--- src/rtl/fpu_sched.sv ---
// fpu_sched: single-issue sequencer that holds one op on the FPU for its latency and returns the result with its tag.
// Optional FPU_SCHED_PERF_EN adds the perf_ops/perf_busy counters.
module fpu_sched #(
    parameter int TAG_W    = 5,
    parameter int LAT_ADD  = 2,
    parameter int LAT_MUL  = 2,
    parameter int LAT_DIV  = 4,
    parameter int LAT_SQRT = 4,
    parameter int LAT_MISC = 1,
    parameter int LAT_CVT  = 2
) (
    input  logic             clk,
    input  logic             rst,
    input  logic             flush,
    input  logic             req_valid,
    output logic             req_ready,
    input  logic [3:0]       req_op,
    input  logic [31:0]      req_src0,
    input  logic [31:0]      req_src1,
    input  logic [TAG_W-1:0] req_tag,
    output logic [31:0]      fpu_src0,
    output logic [31:0]      fpu_src1,
    output logic [3:0]       fpu_op,
    input  logic [31:0]      fpu_result,
    output logic             resp_valid,
    input  logic             resp_ready,
    output logic [31:0]      resp_data,
    output logic [TAG_W-1:0] resp_tag,
    output logic             resp_illegal,
    output logic             busy
`ifdef FPU_SCHED_PERF_EN
    ,
    output logic [31:0]      perf_ops,
    output logic [31:0]      perf_busy
`endif
);

    localparam logic [1:0] IDLE = 2'd0;
    localparam logic [1:0] EXEC = 2'd1;
    localparam logic [1:0] DONE = 2'd2;

    if (LAT_ADD < 1 || LAT_ADD > 31 || LAT_MUL < 1 || LAT_MUL > 31 ||
        LAT_DIV < 1 || LAT_DIV > 31 || LAT_SQRT < 1 || LAT_SQRT > 31 ||
        LAT_MISC < 1 || LAT_MISC > 31 || LAT_CVT < 1 || LAT_CVT > 31) begin : g_bad_lat
        $error("fpu_sched: every latency parameter must be in 1..31");
    end

    logic [1:0]       state;
    logic [4:0]       cnt;
    logic [4:0]       lat_m1;
    logic [TAG_W-1:0] tag_q;
    logic             illegal_q;
    logic             accept;

    assign req_ready = !flush && (state == IDLE || (state == DONE && resp_ready));
    assign accept    = req_valid && req_ready;
    assign busy      = state != IDLE;

    // Countdown preload for the incoming opcode; undefined opcodes finish in one cycle.
    always_comb begin
        lat_m1 = (req_op <= 4'h1) ? 5'(LAT_ADD - 1) :
                 (req_op == 4'h2) ? 5'(LAT_MUL - 1) :
                 (req_op == 4'h3) ? 5'(LAT_DIV - 1) :
                 (req_op == 4'h4) ? 5'(LAT_SQRT - 1) :
                 (req_op <= 4'hA) ? 5'(LAT_MISC - 1) :
                 (req_op <= 4'hC) ? 5'(LAT_CVT - 1) : 5'd0;
    end

    // Sequencer: accept, hold operands while counting down, capture result, hand it off.
    always_ff @(posedge clk or posedge rst) begin
        if (rst) begin
            state        <= IDLE;
            cnt          <= '0;
            tag_q        <= '0;
            illegal_q    <= 1'b0;
            fpu_src0     <= '0;
            fpu_src1     <= '0;
            fpu_op       <= '0;
            resp_valid   <= 1'b0;
            resp_data    <= '0;
            resp_tag     <= '0;
            resp_illegal <= 1'b0;
        end else if (flush && state != IDLE) begin
            state      <= IDLE;
            cnt        <= '0;
            resp_valid <= 1'b0;
        end else if (accept) begin
            state      <= EXEC;
            cnt        <= lat_m1;
            tag_q      <= req_tag;
            illegal_q  <= req_op >= 4'hD;
            fpu_src0   <= req_src0;
            fpu_src1   <= req_src1;
            fpu_op     <= req_op;
            resp_valid <= 1'b0;
        end else if (state == EXEC) begin
            if (cnt != 5'd0) begin
                cnt <= cnt - 5'd1;
            end else begin
                state        <= DONE;
                resp_valid   <= 1'b1;
                resp_data    <= illegal_q ? 32'h0 : fpu_result;
                resp_tag     <= tag_q;
                resp_illegal <= illegal_q;
            end
        end else if (state != IDLE && resp_ready) begin
            state      <= IDLE;
            resp_valid <= 1'b0;
        end
    end

`ifdef FPU_SCHED_PERF_EN
    // Free-running activity counters; only reset clears them.
    always_ff @(posedge clk or posedge rst) begin
        if (rst) begin
            perf_ops  <= '0;
            perf_busy <= '0;
        end else begin
            if (accept) perf_ops <= perf_ops + 32'd1;
            if (busy) perf_busy <= perf_busy + 32'd1;
        end
    end
`endif

endmodule

--- config.mk ---
export PLATFORM = sky130hd
export DESIGN_NAME = fpu_sched
export DESIGN_NICKNAME = d
export VERILOG_FILES = /design/src/rtl/fpu_sched.sv
export SDC_FILE = /design/constraint.sdc
export NUM_CORES = 1
export LEC_CHECK = 0
export ABC_AREA = 1
export CAP_MARGIN = 30
export CORE_MARGIN = 2
export CORE_UTILIZATION = 45
export DETAILED_ROUTE_END_ITERATION = 7
export PLACE_DENSITY = 0.86
export SETUP_SLACK_MARGIN = 0.05
export SYNTH_ARGS = -nofsm -noshare
export SYNTH_HDL_FRONTEND = slang
export SYNTH_SLANG_ARGS = --single-unit
--- constraint.sdc ---
create_clock -name clk -period 8 [get_ports clk]
set_input_delay 1.6 -clock clk [delete_from_list [all_inputs] [get_ports clk]]
set_output_delay 1.6 -clock clk [all_outputs]
set_load 0.01 [all_outputs]
# Word-level counts from Yosys, hierarchy flattened
# Cells that the tools add are included.
dict set report word_totals {
  output_inout_bits 109
  elab_cells 63
  inputBits 110
  register_bits 120
}
dict set report op_classes {
  bitwise_logic 3
  n_eq_ne 6
  order_cmp 4
  reduce_logical 17
  add_sub_neg 1
  mux 21
}
# operator count
set ops {}
lappend ops {{32-bit 2-to-1 mux} 1}
lappend ops {{5-bit 2-to-1 mux} 4}
lappend ops {{2-bit 2-to-1 mux} 9}
lappend ops {{4-bit by 2-bit == test with 1-bit output, second input constant} 2}
lappend ops {{4-bit less-or-equal comparator, second input constant} 2}
lappend ops {{1-bit 2-to-1 mux} 7}
lappend ops {{2-bit AND reduction} 3}
lappend ops {{3-bit nonzero test} 2}
lappend ops {{1-bit logical AND} 5}
lappend ops {{5-bit nonzero test} 1}
lappend ops {{5-bit by 1-bit subtractor with 5-bit output, second input constant} 1}
lappend ops {{4-bit by 3-bit == test with 1-bit output, second input constant} 1}
lappend ops {{4-bit >= comparator, second input constant} 1}
lappend ops {{4-bit by 1-bit less-or-equal comparator with 1-bit output, second input constant} 1}
lappend ops {{4-bit inequality test, second input constant} 1}
lappend ops {{4-bit AND reduction} 1}
lappend ops {{4-bit nonzero test} 1}
lappend ops {{1-bit NOT} 3}
lappend ops {{2-bit by 1-bit == test with 1-bit output, second input constant} 1}
lappend ops {{2-bit == test, second input constant} 1}
lappend ops {{2-bit zero test} 1}
lappend ops {{2-bit nonzero test} 1}
lappend ops {{1-bit zero test} 1}
lappend ops {{1-bit logical OR} 1}

# Logic depth before layout (Yosys ltp)
# Gate-level depths: netlist (run 1).
dict set report depth {
  ltp_word 9
  depth_mapped 10
  depth_no_buf 9
}

# Worst setup path after synthesis (run 1)
# OpenSTA, ideal clock, no wires.
dict set report synth_timing {
  path_type {input to output}
  from {input flush}
  to {output req_ready}
  setup_slack_ns 4.525
  stages 3
  t_required_ns 6.400
  arrival_time_ns 1.875
  path_buffers 0
  path_cell_list {nor2_1 nand2_1 inv_1}
}
dict set report synth_between {
  elab_chain_len 2
}
# item line_no
set synth_lines {}
lappend synth_lines {{from (decl)} 14} ;# input logic flush,
lappend synth_lines {{1-bit zero test} 55} ;# assign req_ready = !flush && (state == IDLE || (state == DONE && resp_ready));
lappend synth_lines {{1-bit logical AND} 55}
lappend synth_lines {{to (decl)} 16} ;# output logic req_ready,
# Every way passes these cells.

# Worst setup path after layout (run 1)
# Same ends and word-level chain as after synthesis.

==> qor.log, run 1 <==
INFO  status         run_status=finished, final reports clean
INFO  sta            final_hold_viol_count=0
INFO  cts            post_cts_resize_count=0
INFO  power          power.ir.vdd_worst=0.228mV
INFO  yosys          synth_cell_types=27
INFO  placed_design  port_buffers=218
INFO  yosys          most_area_consuming_cells_after_synthesis=dfrtp_1 61%, nand2_1 23%, nand3_1 4.5%, inv_1 1.5%, buf_6 1.4%
INFO  routing        detail_route.drc_violations=0
INFO  placed_design  gp_congestion=0.833
INFO  yosys          asyncSetResetFlopFracSynth=100%
INFO  yosys          ys_top_cells_by_count=302 x nand2_1, 119 x dfrtp_1, 44 x nand3_1, 19 x inv_1, 13 x buf_2
INFO  placed_design  post-dp-hpwl=9460um
INFO  sta            achievable-frequency=217MHz
INFO  critical_path  critical_path.max_fanout=3
INFO  sta            tns=0ps
INFO  cts            worst_setup_hold_path_clk_slew=50ps
INFO  routing        routed_via_density=4.87
INFO  grt            grt_util_met3=9.87%
INFO  sta            setup_repair_after_global_routing_missed_its_margin=false
INFO  routing        final_antenna_net_count=0
INFO  grt            grt_pass1_vias=4587
INFO  yosys          yosysTopAreaCell=dfrtp_1
INFO  critical_path  timing.critical_path.buf_inv=3
INFO  cts            worstSkewPairLatency=510ps
INFO  finish         final_nets=875
INFO  floorplan      placementRows=37
INFO  finish         insertedDiodeCount=0
INFO  placed_design  placed_instance_area=7070squm
INFO  finish         area.sequential=2980squm
INFO  cts            cts_setup_buffers=0
INFO  routing        post_drt_wl_per_cell=15.0um
INFO  floorplan      floorplan.die.height=108um
INFO  power          power.static_leakage=3.82nW
INFO  cts            post_cts_hold_buffer_count=0
INFO  critical_path  critPathTopFamily=buffers and inverters
INFO  floorplan      core-area=10400squm
INFO  sta            fin_worst_hold_slack=479ps
INFO  finish         fillerInstances=709
INFO  yosys          number_of_flops_mapped_to_enable_cells_by_yosys=0
INFO  yosys          avgSynthCellArea=8.85squm
INFO  critical_path  data_required_time_of_the_worst_path=6400ps
INFO  sta            setup_violations=0
INFO  critical_path  timing.critical_path.cells=clkdlybuf4s50_1 > nor2_1 > nand2_1 > inv_1 > clkdlybuf4s50_1
INFO  critical_path  crit_slowest_cell=clkdlybuf4s50_1
INFO  power          power_density=404nW/um^2
INFO  grt            maximum_number_of_pins_on_one_net_before_global_route_repair=77
INFO  grt            globalRoute.busiestLayer=met2
INFO  critical_path  crit_start=flush
INFO  grt            grt_pass1_wl=21800um
INFO  cts            clock_tree.buffer_depth=2
INFO  critical_path  crit_path_frequent_cell=clkdlybuf4s50_1
INFO  critical_path  setup_crit_start_kind=input port
INFO  grt            global_route.usage.met1=27.5%
INFO  floorplan      ios=219
INFO  run            drv_cap=0
INFO  yosys          synth_top_area_share=61.3%
INFO  sta            clock_skew=8.62ps
INFO  yosys          synthesis.yosys.warnings=0
INFO  finish         area_growth=58.3%
INFO  finish         final_layout_size_suffix_gt1_share=6.57%
INFO  yosys          yosys.cell_count.top_type=nand2_1
INFO  grt            grt_use_total=24.3%
INFO  routing        initialDrtViolationCount=350
INFO  floorplan      fp.dieArea=11600squm
INFO  critical_path  cp_data_arrival_time=3010ps
INFO  sta            slew-limit-headroom=35.4%
INFO  cts            cts_htree_levels=4
INFO  yosys          ys_seq_elements=119
INFO  yosys          ys_dominant_reg_cell=dfrtp_1
INFO  sta            slew_viol_final=0
INFO  floorplan      floorplan.die.width=108um
INFO  critical_path  timing.setup.critical_path_class=in -> out
INFO  cts            clock_tree.root_cell=clkbuf_8
INFO  cts            cts_buffers=17
INFO  yosys          synth_seq_area_share=61.3%
INFO  sta            min_period=4610ps
INFO  grt            grtUsageMet2=41.7%
INFO  critical_path  regToRegStartpoint=resp_valid$_DFFE_PP0P_
INFO  floorplan      initial_utilization=46.6%
INFO  routing        route.final.wire_length=13700um
INFO  critical_path  end_kind=output port
INFO  cts            tritoncts=built
INFO  routing        detailroute.via_count=4440
INFO  critical_path  worst_path_largest_cell_delay=570ps
INFO  cts            cts_sinks=119
INFO  routing        drt-pass1-iter-count=5
INFO  yosys          netlist_instances=549
INFO  min_path       min-delay-start=resp_illegal$_DFFE_PP0P_
INFO  yosys          synth_area=4860squm
INFO  yosys          syn-num-nets=661
INFO  finish         area_of_the_multi_input_gates=1610squm
INFO  grt            overflow=0
INFO  sta            worst-slew-pin-transition=963ps
INFO  finish         post-route-cell-area=7690squm
INFO  sta            layout_worst_path_cycle_share=57.7%
INFO  grt            antenna_found_initial=0
INFO  min_path       worst_hold_path_type=reg -> reg
==> metrics by stage <==
| stage | setup slack (ps) | total power, mW | cells | util, % |
|---|---|---|---|---|
| final | 3390 | 3.11 | 912 | 73.8 |
| after global routing | 3330 | 3.30 | 912 | 73.8 |
| after CTS | 3400 | 3.13 | 912 | 73.8 |
| after detailed placement | 3480 | 2.31 | 880 | 67.9 |
| after global placement | 3490 | 2.26 | 879 | 67.7 |
| after floorplan | 3240 | 1.60 | 549 | - |
==> registers in the layout, indices dropped and copies added (netlist names) <==
register,count
resp_illegal,1
state,1
tag_q,5
resp_valid,1
resp_tag,5
resp_data,32
fpu_src1,32
cnt,5
fpu_src0,32
illegal_q,1
fpu_op,4
==> area by class of cell <==
| cell class | count | area share (%) |
|---|---|---|
| clock inverter | 8 | 1.85 |
| tap | 136 | 2.21 |
| timing repair buffer | 221 | 28.8 |
| clock buffer | 24 | 6.25 |
| multi-input combinational | 381 | 20.9 |
| inverter | 23 | 1.22 |
| sequential | 119 | 38.7 |
==> power breakdown <==
| part | total, mW | switching (mW) | internal, mW |
|---|---|---|---|
| Sequential | 1.06 | 0.171 | 0.889 |
| Combinational | 1.25 | 0.598 | 0.657 |
| Clock | 0.792 | 0.255 | 0.537 |
==> layer usage <==
layer / part of all wire (%) / vias to the layer above
li1: - / 2128
met3: 9.5 / 25
met4: 1.7 / 0
met1: 39 / 2091
met2: 50 / 196
met5: 0 / -
==> layout by cell type (no fill, tap or decap), drive strengths merged <==
master         Yosys  layout
nand3b             1       1
clkinvlp           0       1
inv               22      22
nand4              1       1
xor2               1       1
a21oi              3       3
ha                 2       2
nand2            307     307
buf               21       3
nor2               6       6
o22ai              1       1
o21ai             14      14
bufinv             0       4
nand3             45      45
clkdlybuf4s50      0     218
clkinv             1       4
dfrtp            119     119
clkbuf             5      24
==> worst paths after layout <==
kind	end	slack [ps]	cells after the start
setup / recovery	req_ready	3390	5
hold / removal	resp_illegal$_DFFE_PP0P_	480	2
setup reg to reg	cnt[2]$_DFFE_PP0P_	5970	6
hold reg to reg	resp_illegal$_DFFE_PP0P_	480	2
max in group asynchronous	state[0]$_DFFE_PP0P_	5150	3
min in group asynchronous	resp_data[14]$_DFFE_PP0P_	1540	2
==> tightest hold or removal path: stages (launching register included) <==
cell and delay (ps):
dfrtp_1 340, nand2_1 60, o21ai_2 50
==> kinds of logic after synthesis <==
kind of cell	share of synthesized area (%)
flip-flops	61.3
buffers and inverters	5.56
XOR/XNOR	0.180
adder cells (fa/ha/maj)	0.515
AND/OR/NAND/NOR	30.1
AO/OA/AOI/OAI	2.34
Power figures use the tool's default switching activity.
==> inputs of run 2 (changes only) <==
--- a/config.mk
+++ b/config.mk
@@ -8,9 +8,9 @@
 export ABC_AREA = 1
 export CAP_MARGIN = 30
 export CORE_MARGIN = 2
-export CORE_UTILIZATION = 45
+export CORE_UTILIZATION = 38
 export DETAILED_ROUTE_END_ITERATION = 7
-export PLACE_DENSITY = 0.86
+export PLACE_DENSITY = 0.77
 export SETUP_SLACK_MARGIN = 0.05
 export SYNTH_ARGS = -nofsm -noshare
 export SYNTH_HDL_FRONTEND = slang
==> constraint.sdc (replaced) <==
create_clock -name clk -period 3.8 [get_ports clk]
set_input_delay 0.76 -clock clk [delete_from_list [all_inputs] [get_ports clk]]
set_output_delay 0.76 -clock clk [all_outputs]
set_load 0.01 [all_outputs]
==> qor.log, run 2 (synthesis gave the netlist of run 1 again) <==
INFO  grt            global_route.usage.met1=22.8% [was 27.5%]
INFO  critical_path  timing.setup.critical_path_class=in -> out [unchanged]
INFO  run            drv_cap=0 [unchanged]
INFO  finish         area_of_the_multi_input_gates=1610squm [unchanged]
INFO  min_path       min-delay-start=resp_data[17]$_DFFE_PP0P_ [was resp_illegal$_DFFE_PP0P_]
INFO  finish         area.sequential=2980squm [unchanged]
INFO  finish         final_nets=875 [unchanged]
INFO  power          power_density=831nW/um^2 [was 404 nW/um^2]
INFO  placed_design  placed_instances=916 [was 880]
INFO  cts            tritoncts=built [unchanged]
INFO  routing        route.final.wire_length=12500um [was 13700 um]
INFO  sta            worst-slew-pin-transition=938ps [was 963 ps]
INFO  sta            slew_viol_final=0 [unchanged]
INFO  power          power.static_leakage=3.79nW [was 3.82 nW]
INFO  routing        detailroute.via_count=4244 [was 4440]
INFO  critical_path  critical_path.max_fanout=3 [unchanged]
INFO  floorplan      placementRows=41 [was 37]
INFO  critical_path  cp_data_arrival_time=2080ps [was 3010 ps]
INFO  cts            cts_buffers=17 [unchanged]
INFO  sta            final_hold_viol_count=0 [unchanged]
INFO  routing        routed_via_density=4.48 [was 4.87]
INFO  grt            antenna_found_initial=0 [unchanged]
INFO  placed_design  port_buffers=218 [unchanged]
INFO  grt            overflow=0 [unchanged]
INFO  cts            post_cts_resize_count=0 [unchanged]
INFO  routing        final_antenna_net_count=0 [unchanged]
INFO  min_path       whs_path_depth=2 [unchanged]
INFO  critical_path  rr_endpoint=cnt[2]$_DFFE_PP0P_ [unchanged]
INFO  finish         post-route-cell-area=7710squm [was 7690 sq um]
INFO  placed_design  placement_stage_worst_setup_slack=976ps [was 3480 ps]
INFO  grt            grt_pass1_wl=19900um [was 21800 um]
INFO  sta            achievable-frequency=352MHz
INFO  finish         insertedDiodeCount=0 [unchanged]
INFO  cts            clock_tree.buffer_depth=2 [unchanged]
INFO  sta            min_period=2840ps
INFO  critical_path  r2r_cells=6 [unchanged]
INFO  finish         area_growth=58.8% [was 58.3%]
INFO  finish         layout.cells.most_common=nand2_1 [unchanged]
INFO  grt            grt_use_total=18.7% [was 24.3%]
INFO  floorplan      core-area=12600squm [was 10400 sq um]
INFO  placed_design  placed_instance_area=7120squm [was 7070 sq um]
INFO  sta            clock_skew=8.63ps [was 8.62 ps]
INFO  grt            maximum_number_of_pins_on_one_net_before_global_route_repair=86 [was 77]
INFO  floorplan      initial_utilization=38.7% [was 46.6%]
INFO  sta            final_critical_path_setup_slack=957ps [was 3390 ps]
INFO  grt            globalRoute.busiestLayer=met2 [unchanged]
INFO  min_path       worst_hold_path_type=reg -> reg [unchanged]
INFO  finish         post_layout_nonfiller_instances=948 [was 912]
INFO  sta            setup_repair_after_global_routing_missed_its_margin=false [unchanged]
INFO  finish         final_layout_size_suffix_gt1_share=6.70% [was 6.57%]
INFO  floorplan      floorplan.die.height=117um [was 108 um]
INFO  power          power.ir.vdd_worst=0.352mV [was 0.228 mV]
INFO  critical_path  end_kind=output port [unchanged]
INFO  grt            grt_pass1_vias=4148 [was 4587]
INFO  sta            slew-limit-headroom=37.1% [was 35.4%]
INFO  finish         post-route-util=61.4% [was 73.8%]
INFO  status         run_status=finished, final reports clean [unchanged]
INFO  routing        drt-pass1-iter-count=4 [was 5]
INFO  grt            grtUsageMet2=31.5% [was 41.7%]
INFO  critical_path  data_required_time_of_the_worst_path=3040ps [was 6400 ps]
INFO  sta            setup_violations=0 [unchanged]
INFO  placed_design  post-dp-hpwl=8850um [was 9460 um]
INFO  grt            grt_util_met3=6.33% [was 9.87%]
INFO  cts            worst_setup_hold_path_clk_slew=50ps [about the same]
INFO  cts            worstSkewPairLatency=410ps [was 510 ps]
INFO  critical_path  regToRegStartpoint=resp_valid$_DFFE_PP0P_ [unchanged]
INFO  routing        post_drt_wl_per_cell=13.2um [was 15.0 um]
INFO  cts            post_cts_hold_buffer_count=0 [unchanged]
INFO  finish         most-common-layout-cells=302 x nand2_1, 218 x clkdlybuf4s50_1, 119 x dfrtp_1, 44 x nand3_1, 18 x inv_1 [unchanged]
INFO  finish         largestRegisters=fpu_src0: 32 flops, fpu_src1: 32 flops, resp_data: 32 flops [unchanged]
INFO  sta            layout_worst_path_cycle_share=74.8%
INFO  finish         fillerInstances=1073 [was 709]
INFO  sta            tns=0ps [unchanged]
INFO  cts            cts_sinks=119 [unchanged]
INFO  critical_path  r2r_slack=1820ps [was 5970 ps]
INFO  cts            cts_setup_buffers=0 [unchanged]
INFO  routing        initialDrtViolationCount=192 [was 350]
INFO  routing        detail_route.drc_violations=0 [unchanged]
INFO  cts            cts_htree_levels=4 [unchanged]
INFO  critical_path  setup_crit_start_kind=input port [unchanged]
INFO  floorplan      fp.dieArea=13700squm [was 11600 sq um]
INFO  cts            clock_tree.root_cell=clkbuf_16 [was clkbuf_8]
INFO  floorplan      floorplan.die.width=117um [was 108 um]
INFO  placed_design  gp_congestion=0.786 [was 0.833]
INFO  min_path       hold_end=resp_data[17]$_DFFE_PP0P_ [was resp_illegal$_DFFE_PP0P_]
INFO  floorplan      ios=219 [unchanged]
## run 2: cell types whose count changed in the layout (fill, tap and decap cells not counted), sizes merged
cell,before,now
inv,22,21
bufinv,4,3
clkinv,4,6
clkbuf,24,20
clkinvlp,1,5
## run 2: final cells by class
class,instances,area share (%)
clock buffers,20,5.79
clock inverters,12,1.98
inverters,23,1.23
multi-input cells,381,20.9
flip-flops and latches,119,38.6
well taps,172,2.79
repair buffers,221,28.7
## run 2: power by group
| group | leakage (nW) | switching, mW | total, mW | internal, mW |
|---|---|---|---|---|
| combinational | 2.01 | 1.20 | 2.58 | 1.38 |
| clock | 0.282 | 0.558 | 1.60 | 1.05 |
| sequential | 1.50 | 0.353 | 2.22 | 1.87 |
| total | 3.79 | 2.12 | 6.41 | 4.29 |
## run 2: critical path, cell delays in order
cell and delay [ps]:
clkdlybuf4s50_1 450, nor2_1 180, nand2_1 90, inv_1 60, clkdlybuf4s50_1 550
## run 2: per-stage QoR
| stage | hold WS, ps | power [mW] |
|---|---|---|
| 5_1_grt | 502 | 6.86 |
| 6_report | 475 | 6.41 |
| 3_5_place_dp | 464 | 4.83 |
| 4_1_cts | 479 | 6.49 |
| 3_3_place_gp | 464 | 4.75 |
| 2_1_floorplan | 449 | 3.37 |
## run 2: worst max-delay path by stage
| stage | cells past startpoint | start | to | slack, ps |
|---|---|---|---|---|
| 2_1_floorplan | 1 | rst | cnt[0]$_DFFE_PP0P_ | 1580 |
| 3_3_place_gp | 5 | flush | req_ready | 960 |
| 3_5_place_dp | 5 | flush | req_ready | 980 |
| 4_1_cts | 5 | flush | req_ready | 950 |
| 5_1_grt | 5 | flush | req_ready | 890 |
| 6_report | 5 | flush | req_ready | 960 |
## run 2: layer usage
metal	share of wire, %	wire length, um
met2	49	6170
met4	0.71	89
met3	7.6	946
met1	42	5310
met5	0	0
